### src/rtl/onehot_tx_pkg.sv
// ---------------------------------------------------------------------------
// onehot_tx_pkg
//
// Shared definitions for the serial one-hot frame transmitter:
//   W            frame width in bits (fixed at 8 in this revision)
//   IDX_W        bit-position index width, log2(W)
//   tx_state_e   transmitter FSM states (IDLE, SHIFT, PARITY)
//   onehot_word  builds the frame word from a position index and zero flag
//
// The PARITY state only becomes reachable when the top level is built with
// ONEHOT_TX_PARITY_EN defined; the encoding is kept here unconditionally so
// both builds share one state type.
// ---------------------------------------------------------------------------
package onehot_tx_pkg;

    localparam int W     = 8;
    localparam int IDX_W = 3;

    typedef enum logic [1:0] {
        IDLE   = 2'd0,
        SHIFT  = 2'd1,
        PARITY = 2'd2
    } tx_state_e;

    // Word with only bit 'idx' set, or all zeros when 'zero' is asserted
    // (the index is then ignored).
    function automatic logic [W-1:0] onehot_word(
        input logic [IDX_W-1:0] idx,
        input logic             zero
    );
        logic [W-1:0] word;
        word = '0;
        if (!zero) begin
            word[idx] = 1'b1;
        end
        return word;
    endfunction

endpackage : onehot_tx_pkg

### src/rtl/onehot_piso.sv
// ---------------------------------------------------------------------------
// onehot_piso
//
// W-bit parallel-in / serial-out shift register, MSB first.
//
// Ports:
//   clk     in   rising-edge clock
//   rst_n   in   synchronous active-low reset, clears the register
//   load    in   capture d (has priority over shift)
//   shift   in   shift left by one, zero fill
//   d       in   W-bit parallel load value
//   q_msb   out  current most-significant bit (the serial output)
// ---------------------------------------------------------------------------
module onehot_piso
    import onehot_tx_pkg::*;
(
    input  logic         clk,
    input  logic         rst_n,
    input  logic         load,
    input  logic         shift,
    input  logic [W-1:0] d,
    output logic         q_msb
);

    logic [W-1:0] sreg;

    always_ff @(posedge clk) begin
        if (!rst_n) begin
            sreg <= '0;
        end else if (load) begin
            sreg <= d;
        end else if (shift) begin
            sreg <= {sreg[W-2:0], 1'b0};
        end
    end

    assign q_msb = sreg[W-1];

endmodule : onehot_piso

### src/rtl/onehot_tx.sv
// ---------------------------------------------------------------------------
// onehot_tx
//
// Serial one-hot frame transmitter. Accepts a bit-position index through a
// valid/ready handshake, builds the matching one-hot word (or the all-zero
// word) and streams it MSB-first, one bit per clock.
//
// Ports:
//   clk        in   single clock, rising edge
//   rst_n      in   synchronous active-low reset
//   in_valid   in   index request present
//   in_ready   out  request can be accepted this cycle (high only in IDLE)
//   in_idx     in   bit position to set (bit 7 = MSB)
//   in_zero    in   send the all-zero word, in_idx ignored
//   out_valid  out  out_bit carries a frame bit this cycle
//   out_bit    out  serial frame data, MSB first
//   out_last   out  final bit of the frame
//   out_word   out  parallel copy of the frame, held until the next request
//
// Build option:
//   ONEHOT_TX_PARITY_EN  when defined, each frame is followed by one even-
//                        parity bit (9-bit frame, out_last on the parity bit).
//                        When undefined, frames are 8 bits.
//
// Frame timing: a request accepted at edge k puts bit 7 on out_bit in cycle
// k+1 and bit 0 in cycle k+8; in_ready returns in k+9 (k+10 with parity).
// All outputs are decoded from registered state only.
// ---------------------------------------------------------------------------
module onehot_tx
    import onehot_tx_pkg::*;
(
    input  logic             clk,
    input  logic             rst_n,
    input  logic             in_valid,
    output logic             in_ready,
    input  logic [IDX_W-1:0] in_idx,
    input  logic             in_zero,
    output logic             out_valid,
    output logic             out_bit,
    output logic             out_last,
    output logic [W-1:0]     out_word
);

`ifdef ONEHOT_TX_PARITY_EN
    // Even parity: the bit that makes the total count of ones even.
    function automatic logic even_parity(input logic [W-1:0] word);
        return ^word;
    endfunction
`endif

    tx_state_e        state;
    tx_state_e        state_nxt;
    logic [IDX_W-1:0] bit_cnt;
    logic [W-1:0]     word_reg;
    logic             accept;
    logic             piso_shift;
    logic             piso_msb;
    logic             cnt_done;

    // Handshake is qualified by registered state only, so in_ready never
    // depends combinationally on in_valid.
    assign accept     = in_valid && (state == IDLE);
    assign piso_shift = (state == SHIFT);
    assign cnt_done   = (bit_cnt == IDX_W'(W - 1));

    // ---- shift register --------------------------------------------------
    onehot_piso u_piso (
        .clk   (clk),
        .rst_n (rst_n),
        .load  (accept),
        .shift (piso_shift),
        .d     (onehot_word(in_idx, in_zero)),
        .q_msb (piso_msb)
    );

    // ---- state register --------------------------------------------------
    always_ff @(posedge clk) begin
        if (!rst_n) begin
            state <= IDLE;
        end else begin
            state <= state_nxt;
        end
    end

    always_comb begin
        state_nxt = state;
        case (state)
            IDLE: begin
                if (accept) begin
                    state_nxt = SHIFT;
                end
            end
            SHIFT: begin
                if (cnt_done) begin
`ifdef ONEHOT_TX_PARITY_EN
                    state_nxt = PARITY;
`else
                    state_nxt = IDLE;
`endif
                end
            end
            PARITY: begin
                state_nxt = IDLE;
            end
            default: begin
                state_nxt = IDLE;
            end
        endcase
    end

    // ---- bit counter and frame word --------------------------------------
    // The counter wraps 7 -> 0 on the same edge that leaves SHIFT; its value
    // is not looked at again until the next accepted request clears it.
    always_ff @(posedge clk) begin
        if (!rst_n) begin
            bit_cnt <= '0;
        end else if (accept) begin
            bit_cnt <= '0;
        end else if (state == SHIFT) begin
            bit_cnt <= bit_cnt + 1'b1;
        end
    end

    always_ff @(posedge clk) begin
        if (!rst_n) begin
            word_reg <= '0;
        end else if (accept) begin
            word_reg <= onehot_word(in_idx, in_zero);
        end
    end

    // ---- output decode ---------------------------------------------------
    always_comb begin
        in_ready  = 1'b0;
        out_valid = 1'b0;
        out_bit   = 1'b0;
        out_last  = 1'b0;
        case (state)
            IDLE: begin
                in_ready = 1'b1;
            end
            SHIFT: begin
                out_valid = 1'b1;
                out_bit   = piso_msb;
`ifdef ONEHOT_TX_PARITY_EN
                out_last  = 1'b0;
`else
                out_last  = cnt_done;
`endif
            end
            PARITY: begin
`ifdef ONEHOT_TX_PARITY_EN
                out_valid = 1'b1;
                out_bit   = even_parity(word_reg);
                out_last  = 1'b1;
`endif
            end
            default: begin
                in_ready = 1'b0;
            end
        endcase
    end

    assign out_word = word_reg;

endmodule : onehot_tx

### config.mk
export PLATFORM = sky130hd
export DESIGN_NAME = onehot_tx
export DESIGN_NICKNAME = d
export VERILOG_FILES = /design/src/rtl/onehot_tx_pkg.sv /design/src/rtl/onehot_piso.sv /design/src/rtl/onehot_tx.sv
export SDC_FILE = /design/constraint.sdc
export NUM_CORES = 1
export LEC_CHECK = 0
export BUFFER_PORTS_ARGS = -buffer_cell sky130_fd_sc_hd__buf_2
export CAP_MARGIN = 20
export CORE_MARGIN = 4
export CORE_UTILIZATION = 58
export DETAILED_ROUTE_END_ITERATION = 6
export PLACE_DENSITY = 0.82
export SKIP_CTS_REPAIR_TIMING = 1
export SLEW_MARGIN = 30
export SYNTH_ARGS = -nofsm -noshare
export SYNTH_HDL_FRONTEND = slang
export SYNTH_HIERARCHICAL = 1
export SYNTH_SLANG_ARGS = --single-unit
### constraint.sdc
create_clock -name clk -period 2.9 [get_ports clk]
set_input_delay 0.58 -clock clk [delete_from_list [all_inputs] [get_ports clk]]
set_output_delay 0.58 -clock clk [all_outputs]
set_load 0.01 [all_outputs]
==> Yosys cells after proc, flatten, opt, wreduce, memory -nomap -nowiden <==
Cells that the tools add are included.
{ "word_totals": {"register_bits": 21, "in_bits": 7, "elab_cells": 30} }
{ "op_classes": {"n_addsub": 1, "n_lt_le_gt_ge": 2, "eq_ne": 4, "muxes": 12, "n_bitwise": 1, "reduce_logical": 6} }
{ "op_table": {"columns": ["op", "count"], "rows": [
  ["$mux 8", 3],
  ["$mux 1", 5],
  ["$lt 3x4->1 const B", 1],
  ["$mux 2", 2],
  ["$pmux 2 s2", 1],
  ["$add 3x1->3 const B", 1],
  ["$demux 1 s3", 1],
  ["$eq 3x3->1 const B", 1],
  ["$ge 3x1->1 const B", 1],
  ["$eq 2x1->1 const B", 1],
  ["$logic_and 1x1->1", 2],
  ["$logic_not 2->1", 1],
  ["$ne 2x1->1 const B", 1],
  ["$ne 2x2->1 const B", 1],
  ["$reduce_and 2->1", 1],
  ["$reduce_bool 2->1", 1],
  ["$reduce_or 2->1", 1],
  ["$not 1->1", 1]
]} }

==> Logic depth before layout (Yosys ltp) <==
Gate-level depths: netlist of the first run.
{ "depth": {"depth_word": 6, "ltp_mapped": 7, "mapped_depth_nobuf": 4} }

==> Modules after synthesis <==
The synthesis of the first run kept the hierarchy.
{ "modules_own_cells": {"columns": ["mod", "n_inst", "cells_per_inst", "area_each_um2", "seq_area_each_um2"], "rows": [
  ["onehot_tx", 1, 64, 646.9, 240.2],
  ["onehot_piso", 1, 35, 419.2, 160.2]
]} }

==> Worst setup path after synthesis of the first run <==
OpenSTA, ideal clock, no wires.
{ "synth_timing": {"path_type": "register -> register", "from": "register state[0]", "to": "register u_piso.sreg[0]", "arrival_ps": 1344, "required_time_ps": 2830, "path_slack_ps": 1486, "stages_incl_launch_ff": 7, "cell_sequence": "dfxtp_1 > buf_6 > nand2b_1 > buf_6 > inv_2 > or3b_1 > a21boi_1"} }
{ "synth_between": {"elab_chain_cells": 3} }
{ "synth_rtl": {"columns": ["item", "line_no", "text"], "rows": [
  ["from (decl)", "onehot_tx.sv:51", "tx_state_e state;"],
  ["from (signal assigned)", "onehot_tx.sv:81", "state <= state_nxt;"],
  ["$logic_not 2->1 (*)", "onehot_tx.sv:62", "assign accept = in_valid && (state == IDLE);"],
  ["$logic_and 1x1->1 (*)", "onehot_tx.sv:62", null],
  ["net accept", "onehot_tx.sv:55", "logic accept;"],
  ["$mux 8 / $reduce_bool 2->1 (equally long branches)", null, null],
  ["to (signal assigned)", "onehot_piso.sv:33", "sreg <= {sreg[W-2:0], 1'b0};"],
  ["to (decl)", "onehot_piso.sv:25", "logic [W-1:0] sreg;"]
]} }
Mark *: on every way through the listed nets, which the timed path passes. The rest lies on a longest branch.
A chain may end at the register's enable or synchronous reset.

==> Worst setup path in the final report of the first run <==
{ "layout_timing": {"from": "register bit_cnt[0]", "to": "output out_last"} }
{ "layout_between": {"elab_chain_cells": 2} }
{ "layout_rtl": {"columns": ["item", "line_no", "text"], "rows": [
  ["from (decl)", "onehot_tx.sv:53", "logic [IDX_W-1:0] bit_cnt;"],
  ["from (signal assigned)", "onehot_tx.sv:120", "bit_cnt <= bit_cnt + 1'b1;"],
  ["$eq 3x3->1", "onehot_tx.sv:64", "assign cnt_done = (bit_cnt == IDX_W'(W - 1));"],
  ["$mux 1", "onehot_tx.sv:138", "case (state)"],
  ["to (decl)", "onehot_tx.sv:40", "output logic out_last,"]
]} }
Every way passes these cells.

==> metrics.txt, run 1 <==
initial antenna violation count=0; clock sink count=20; layout cells sized above 1=33.9%; GP Congestion=0.806; RSZ-0062 raised after global routing=no; Power Density=between 500 and 600 nW/um^2; slew margin rel.=about 75%; CTS clk-pin slew, worst paths=about 120 ps; GR met1 Demand/Resource=21.1%; num rows=15; Core Area=1730 um^2; first-pass GRT wire length=3220 um; I/O pin count=19; placed cell area=1110 um^2; CTS buffer count=3; die height=50.9 um; Area Overhead vs Synth=8.92%; period utilisation layout=65.0%; fill count=140; Starting Density=61.7%; WP data required=2320 ps; final setup TNS=0 ps; Reg area=400 um^2; Mapped Nets=108; post-DR vias/cell=about 5.6; critical-path maximum fanout=2; nets@finish=about 120; status=complete, no violations; Max clock buf depth=2; area of the multi-input gates=568 um^2; drt pass-1 iters=5; clock skew=roughly 11 ps; number of DRC markers in iteration 0=8; Final WS setup=1010 ps; clock period minus final worst setup slack=1890 ps; Post-Synthesis Cells=99; die area=2590 um^2; slowest stage delay, CP=between 300 and 400 ps; Synth cell types=26; IO buf count=18; largest net degree at the start of global routing=20; Core Util, Final=67.2%; grt ovf=0; antenna fix cells=0; Post-Syn Area=1070 um^2; Tot GR Track Use=16.5%; Wirelength per Cell=13.7 um; Max Cap Viol=0; worst slack, placed=1050 ps; CP endpoint kind=output port; # DRC=0; Finish-stage setup viols=0; clk_lat worst skew=300 ps; register area share after synthesis=37.6%; post-route cell area=approximately 1200 um^2; Slew @ Worst Pin=370 ps; grt met3 use=under 10%; worst-case hold slack=507 ps; Die X=~51 um; Avg Inst Size Synth=10.8 um^2; CP Launch Type=flip-flop; M2 GR Usage=roughly a quarter; Leak Pwr=between 0.5 and 0.6 nW; GRT Max-Usage Layer=met2; Max Freq=0.530 GHz; worst vdd ir=0.615 mV; CTS tree=yes; Worst Hold Class=reg -> reg; DRT antenna net count=0; Yosys warning count=6; final hold vios=0; vias in the first global route=718; CP cell instances=ha_1 -> ha_1 -> and2_1 -> buf_2; post-synthesis register bit count=20; vias=770; slowest CP cell=dfxtp_1; Clock Root Buffer=clkbuf_4; Crit path top cell by count=ha_1; H-tree Lvls=1; Routed WL=around 1900 um; Crit Path Class=reg -> out; Slew Limit Fails=0; Arr. time, crit path=1310 ps
-- stage by stage --
step / power [mW] / cells
floorplan: 0.369 / 99
global placement: 0.376 / 133
detailed placement: 0.379 / 133
CTS: 0.606 / 137
global route: 0.625 / 137
finish: 0.601 / 137
-- registers in the layout (all words and copies together), names as in the netlist --
signal       flops
out_word         8
u_piso/sreg      8
bit_cnt          3
state            1
-- path summary, 6_finish.rpt --
check / startpoint / endpoint / slack (ps) / depth (start not counted)
worst min register to register: out_word[2] / out_word[2] / 510 / 1
worst max-delay path: bit_cnt[0] / out_last / 1010 / 4
worst max register to register: state[0] / u_piso/sreg[0] / 1360 / 4
worst min-delay path: out_word[2] / out_word[2] / 510 / 1
-- worst max-delay path: cells and delay by family, from the launching register on --
family / cells / cell delay, ps
DFF: 1 / 350
adders and majority gates: 2 / 370
and+or+nand+nor: 1 / 150
buffers and inverters: 1 / 130
-- metal layers --
metal / vias up / routed length, um / part of all wire (%)
met5: - / 0 / 0
met4: 0 / 31 / 1.7
met1: 361 / 876 / 47
li1: 385 / - / -
met3: 4 / 68 / 3.6
met2: 20 / 902 / 48
-- synth_stat cells --
master | count | area [um^2]
buf_2 | 3 | 15.0
and3_2 | 1 | 7.51
o211a_1 | 7 | 70.1
mux2i_1 | 2 | 20.0
nor2_1 | 4 | 15.0
nor3b_1 | 3 | 22.5
buf_6 | 6 | 67.6
a32o_1 | 8 | 80.1
nand2_1 | 2 | 7.51
a21boi_1 | 1 | 7.51
dfxtp_1 | 20 | 400
ha_1 | 2 | 25.0
buf_1 | 1 | 3.75
nand2b_1 | 11 | 68.8
o21ai_0 | 1 | 5.00
mux2_4 | 7 | 105
inv_1 | 2 | 7.51
and2_1 | 2 | 12.5
or3b_1 | 1 | 8.76
and3b_2 | 3 | 30.0
nor3_1 | 5 | 25.0
xnor2_1 | 1 | 8.76
nor4_1 | 1 | 6.26
inv_2 | 1 | 3.75
and4bb_1 | 1 | 12.5
nor3_2 | 3 | 30.0
-- cell type report --
cell class,count,share of cell area (%)
multi-input combinational,66,48.9
timing repair buffer,19,8.41
inverter,3,0.970
clock buffer,3,1.94
sequential,20,34.5
tap,25,2.69
clock inverter,1,2.59
-- logic make-up (layout without fill, tap and decap cells) --
group | after synthesis | in the layout | synth area share [%]
DFF | 20 | 20 | 37.6
xor gates and xnor gates | 1 | 1 | 0.822
AOI/OAI and AO/OA | 17 | 17 | 15.3
adders and majority gates | 2 | 2 | 2.35
buffers and inverters | 13 | 26 | 9.15
and+or+nand+nor | 37 | 37 | 23.1
muxes | 9 | 9 | 11.7
-- where the power goes --
group	switching [mW]	internal, mW
Combinational	0.0435	0.0383
Clock	0.0877	0.140
Sequential	0.00564	0.286
Total	0.137	0.464
-- layout by cell type, fill, tap and decap left out, types with 3 or more instances in the layout --
cell type / instances
dfxtp_1: 20
nor3_1: 5
mux2_4: 7
a32o_1: 8
o211a_1: 7
nor3b_1: 3
nand2b_1: 11
clkbuf_4: 3
buf_2: 18
nor3_2: 3
nor2_1: 4
and3b_2: 3
(Power assumes the default switching activity.)
==> inputs of run 2 (changes only) <==
- CORE_UTILIZATION: 58 -> 48
- PLACE_DENSITY: 0.82 -> 0.73
- clock period: 2.9 -> 1.7 ns (I/O delays scaled with it)
==> metrics.txt, run 2 (synthesized netlist as in run 1, its figures left out) <==
final hold vios=0 (unchanged); RSZ-0062 raised after global routing=no; vias=759 (-1.4%); clk_lat worst skew=290 ps (about the same); DRT antenna net count=0 (unchanged); grt ovf=0 (unchanged); dpl hpwl=1300 um; layout cells sized above 1=37.1% (+3.1 points); period utilisation layout=94.9%; status=complete, no violations; Psw=0.219 mW (+60%); post-DR vias/cell=5.31 (-5.6%); first-pass GRT wire length=3130 um (-2.8%); Worst Hold Class=in -> reg; nets@finish=126 (+3.3%); Arr. time, crit path=1270 ps (-40 ps); clock network power share=29.0% (-8.9 points); number of DRC markers in iteration 0=9 (+1); WP data required=1360 ps (-960 ps); Final Power=0.910 mW (+52%); Starting Density=52.2% (-9.5 points); Sw Share=24.1% (+1.3 points); most common cell after layout, fill and taps aside=dfxtp_1; die height=55.1 um (+8.4%); # DRC=0 (unchanged); CP endpoint kind=output port; slowest stage delay, CP=340 ps (about the same); Finish-stage setup viols=0 (unchanged); CP Launch Type=flip-flop; delay-heaviest family, CP=adder cells; clock sink count=20 (unchanged); Int Pwr=0.691 mW (+49%); Max Cap Viol=0 (unchanged); vias in the first global route=723 (+0.70%); Worst Path Buf+Inv=1 (unchanged); Crit path top cell by count=ha_1; Leak Pwr=0.592 nW (+2.3%); initial antenna violation count=0 (unchanged); largest net degree at the start of global routing=20 (unchanged); Routed WL=1830 um (-2.3%); Clock Root Buffer=clkbuf_4; Area Overhead vs Synth=10.6%; clock period minus final worst setup slack=1610 ps; CTS tree=yes; Slew Limit Fails=0 (unchanged); Max clock buf depth=2 (unchanged); slew margin rel.=78.6% (+3.3 points); H-tree Lvls=1 (unchanged); I/O pin count=19 (unchanged); antenna fix cells=0 (unchanged); num rows=16 (+1); IO buf count=18 (unchanged); CTS buffer count=3 (unchanged); Core Area=2040 um^2 (+18%); CTS clk-pin slew, worst paths=110 ps (about the same); sequential share of power=54.9% (+6.4 points); critical-path maximum fanout=2 (unchanged); combinational power share=16.1% (+2.5 points); drt pass-1 iters=4 (-1); most frequent cells in the layout=19 x dfxtp_1, 18 x buf_2, 11 x nand2b_1, 8 x a32o_1; Wirelength per Cell=12.8 um (-6.4%); clock skew=3.01 ps (-8.06 ps); final setup TNS=0 ps (unchanged); Tot GR Track Use=14.3% (-2.2 points); Crit Path Class=reg -> out; die area=3040 um^2 (+17%); Die X=55.1 um (+8.4%); Slew @ Worst Pin=321 ps (-48.9 ps); worst vdd ir=0.508 mV (-17%); Max Freq=0.620 GHz; CP cell instances=ha_1 -> ha_1 -> and2_1 -> buf_2; slowest CP cell=dfxtp_2; Power Density=772 nW/um^2 (+49%); GP Congestion=0.753 (-6.6%)
[run 2: cell types whose count changed in the layout (fill, tap and decap cells not counted), sizes merged]
cell / delta
bufinv: -1
buf: +4
clkbuf: +1
[run 2: worst register-to-register path: stages (launching register included)]
cell	delay (ps)
dfxtp_1	460
nand2b_1	170
inv_2	90
or3b_1	380
a21boi_1	160
[run 2: stage by stage]
step | area, um^2 | instances | util (%) | setup WS [ps] | hold WS [ps]
final | 1180 | 143 | 57.7 | 86.7 | 323
after detailed placement | 1130 | 138 | 55.5 | 401 | 482
after global routing | 1180 | 143 | 57.7 | 2.15 | 345
after floorplan | 1070 | 99 | - | 286 | 492
after CTS | 1170 | 142 | 57.3 | 68.0 | 315
after global placement | 1130 | 138 | 55.5 | 416 | 472
[run 2: layer usage]
layer | GRT usage (%) | routed length (um) | up-vias
li1 | - | - | 396
met1 | 17.7 | 861 | 352
met2 | 23.6 | 913 | 9
met5 | 0 | 0 | -
met4 | 6.07 | 14 | 0
met3 | 3.22 | 45 | 2
[run 2: final timing paths]
check	start	endpoint	slack, ps	depth (start not counted)
min	in_valid	state[0]	320	3
max reg2reg	state[0]	u_piso/sreg[0]	370	4
max	bit_cnt[0]	out_last	90	4
min reg2reg	out_word[7]	out_word[7]	500	1
[run 2: area by class of cell]
cell class                 count  area, um^2
tap                           27        33.8
inverter                       3        11.3
multi-input combinational     66         568
sequential                    20         402
timing repair buffer          23         128
clock buffer                   4        36.3
fill                         190         863
[run 2: power by group through the flow]
stage          Combinational, mW  Sequential, mW  Clock [mW]
2_1_floorplan              0.120           0.509           0
3_3_place_gp               0.141           0.509           0
3_5_place_dp               0.144           0.510           0
4_1_cts                    0.145           0.499       0.279
5_1_grt                    0.162           0.503       0.302
6_report                   0.146           0.500       0.264
==> inputs of run 3 (changes only) <==
- CORE_UTILIZATION: 48 -> 24
- PLACE_DENSITY: 0.73 -> 0.42
==> metrics.txt, run 3 (synthesized netlist as in run 1, its figures left out) <==
status=complete, no violations; Max Freq=0.637 GHz (+2.8%); nets@finish=125 (-0.79%); Crit Path Class=reg -> out; Core Area=4140 um^2 (+100%); Area Overhead vs Synth=15.7%; number of DRC markers in iteration 0=27 (+18); initial antenna violation count=0 (unchanged); Reg area=400 um^2 (-0.31%); clock period minus final worst setup slack=1570 ps (-43.3 ps); die height=74.6 um (+35%); Critical Path Sink=out_last; Routed WL=2210 um (+21%); FF-to-FF End=u_piso/sreg[7]; Sw Share=21.8% (-2.3 points); num rows=23 (+7); Core Util, Final=29.8% (-28 points); slew margin rel.=76.8% (-1.7 points); Arr. time, crit path=1230 ps (-40 ps); dpl hpwl=1630 um (+25%); clock sink count=20 (unchanged); Leak Pwr=0.601 nW (+1.5%); most common cell after layout, fill and taps aside=dfxtp_1; most frequent cells in the layout=20 x dfxtp_1, 18 x buf_2, 11 x nand2b_1, 8 x a32o_1; post-DR vias/cell=4.72 (-11%); sequential share of power=44.7% (-10 points); Tot GR Track Use=8.71% (-5.6 points); die area=5570 um^2 (+83%); placed insts=161 (+17%); # DRC=0 (unchanged); vias in the first global route=810 (+12%); DRT antenna net count=0 (unchanged); critical-path maximum fanout=2 (unchanged); Slew Limit Fails=0 (unchanged); grt ovf=0 (unchanged); clk_lat worst skew=260 ps (-30 ps); Final Power=1.12 mW (+23%); Max Cap Viol=0 (unchanged); worst vdd ir=0.402 mV (-21%); antenna fix cells=0 (unchanged); clock network power share=42.1% (+13 points); Die X=74.6 um (+35%); Finished Layout Cells=165 (+15%); area of the multi-input gates=568 um^2 (unchanged); Wirelength per Cell=13.4 um (+4.6%); GP Congestion=0.686 (-8.9%); CTS clk-pin slew, worst paths=80 ps (-30 ps); worst-case hold slack=388 ps (+65.3 ps); largest net degree at the start of global routing=15 (-25%); layout cells sized above 1=35.7% (-1.4 points); final hold vios=0 (unchanged); CTS tree=yes; Critical Path Source=bit_cnt[0]; period utilisation layout=92.4% (-2.5 points); Slew @ Worst Pin=348 ps (+26.2 ps); Clock Root Buffer=clkbuf_8; R2R setup slack=410 ps (+40 ps); WP data required=1360 ps (about the same); first-pass GRT wire length=3640 um (+17%); Psw=0.243 mW (+11%); RSZ-0062 raised after global routing=no; CP endpoint kind=output port; final setup TNS=0 ps (unchanged); combinational power share=13.3% (-2.8 points); I/O pin count=19 (unchanged); Int Pwr=0.872 mW (+26%); H-tree Lvls=1 (unchanged); Finish-stage setup viols=0 (unchanged); Starting Density=25.7% (-26 points); clock skew=5.08 ps (+2.07 ps); CP Launch Type=flip-flop; Worst Hold Class=in -> reg; vias=778 (+2.5%); Worst Reg-to-Reg Cells=3 (-1); FF-to-FF Start=state[0]; fill count=459 (+140%); IO buf count=18 (unchanged); Hold Path Origin=rst_n; Power Density=904 nW/um^2 (+17%); drt pass-1 iters=4 (unchanged); Max clock buf depth=2 (unchanged); CTS buffer count=3 (unchanged)
[run 3: changes by cell type in the layout (fill, tap and decap cells not counted), sizes merged]
cell	change
clkbuf	-1
bufinv	+1
buf	-1
[run 3: worst min-delay path by stage]
stage | endpoint | slack, ps | depth (start not counted)
detailed placement | out_word[0] | 480 | 1
global placement | out_word[6] | 480 | 1
global route | u_piso/sreg[3] | 400 | 2
finish | u_piso/sreg[4] | 390 | 2
CTS | u_piso/sreg[4] | 390 | 2
floorplan | state[0] | 490 | 2
[run 3: power groups by stage]
stage	Combinational, mW	Clock (mW)	Sequential, mW
final	0.148	0.469	0.498
after global placement	0.147	0	0.509
after detailed placement	0.150	0	0.509
after global routing	0.163	0.507	0.501
after CTS	0.150	0.485	0.498
after floorplan	0.120	0	0.509
[run 3: layout make-up]
| type | count | area share (%) |
|---|---|---|
| Clock buffer | 3 | 3.35 |
| Clock inverter | 1 | 2.43 |
| Inverter | 3 | 0.913 |
| Multi-Input combinational cell | 66 | 46.0 |
| Sequential cell | 20 | 32.5 |
| Tap cell | 50 | 5.07 |
| Timing Repair Buffer | 22 | 9.74 |
[run 3: per-layer routing]
layer / global-route usage, % / vias up / wire length, um
li1: - / 393 / -
met1: 10.0 / 370 / 997
met2: 15.8 / 11 / 1140
met3: 1.60 / 4 / 46
met4: 3.56 / 0 / 33
met5: 0 / - / 0
[run 3: stage by stage]
step / setup slack, ps / cell area (um^2)
after floorplan: 286 / 1070
after global placement: 408 / 1160
after detailed placement: 408 / 1160
after CTS: 116 / 1230
after global routing: 65.4 / 1230
final: 130 / 1230
[run 3: critical path, stage by stage (launching register included)]
cell     delay [ps]
dfxtp_1         320
ha_1            190
ha_1            160
and2_1          150
buf_2           140
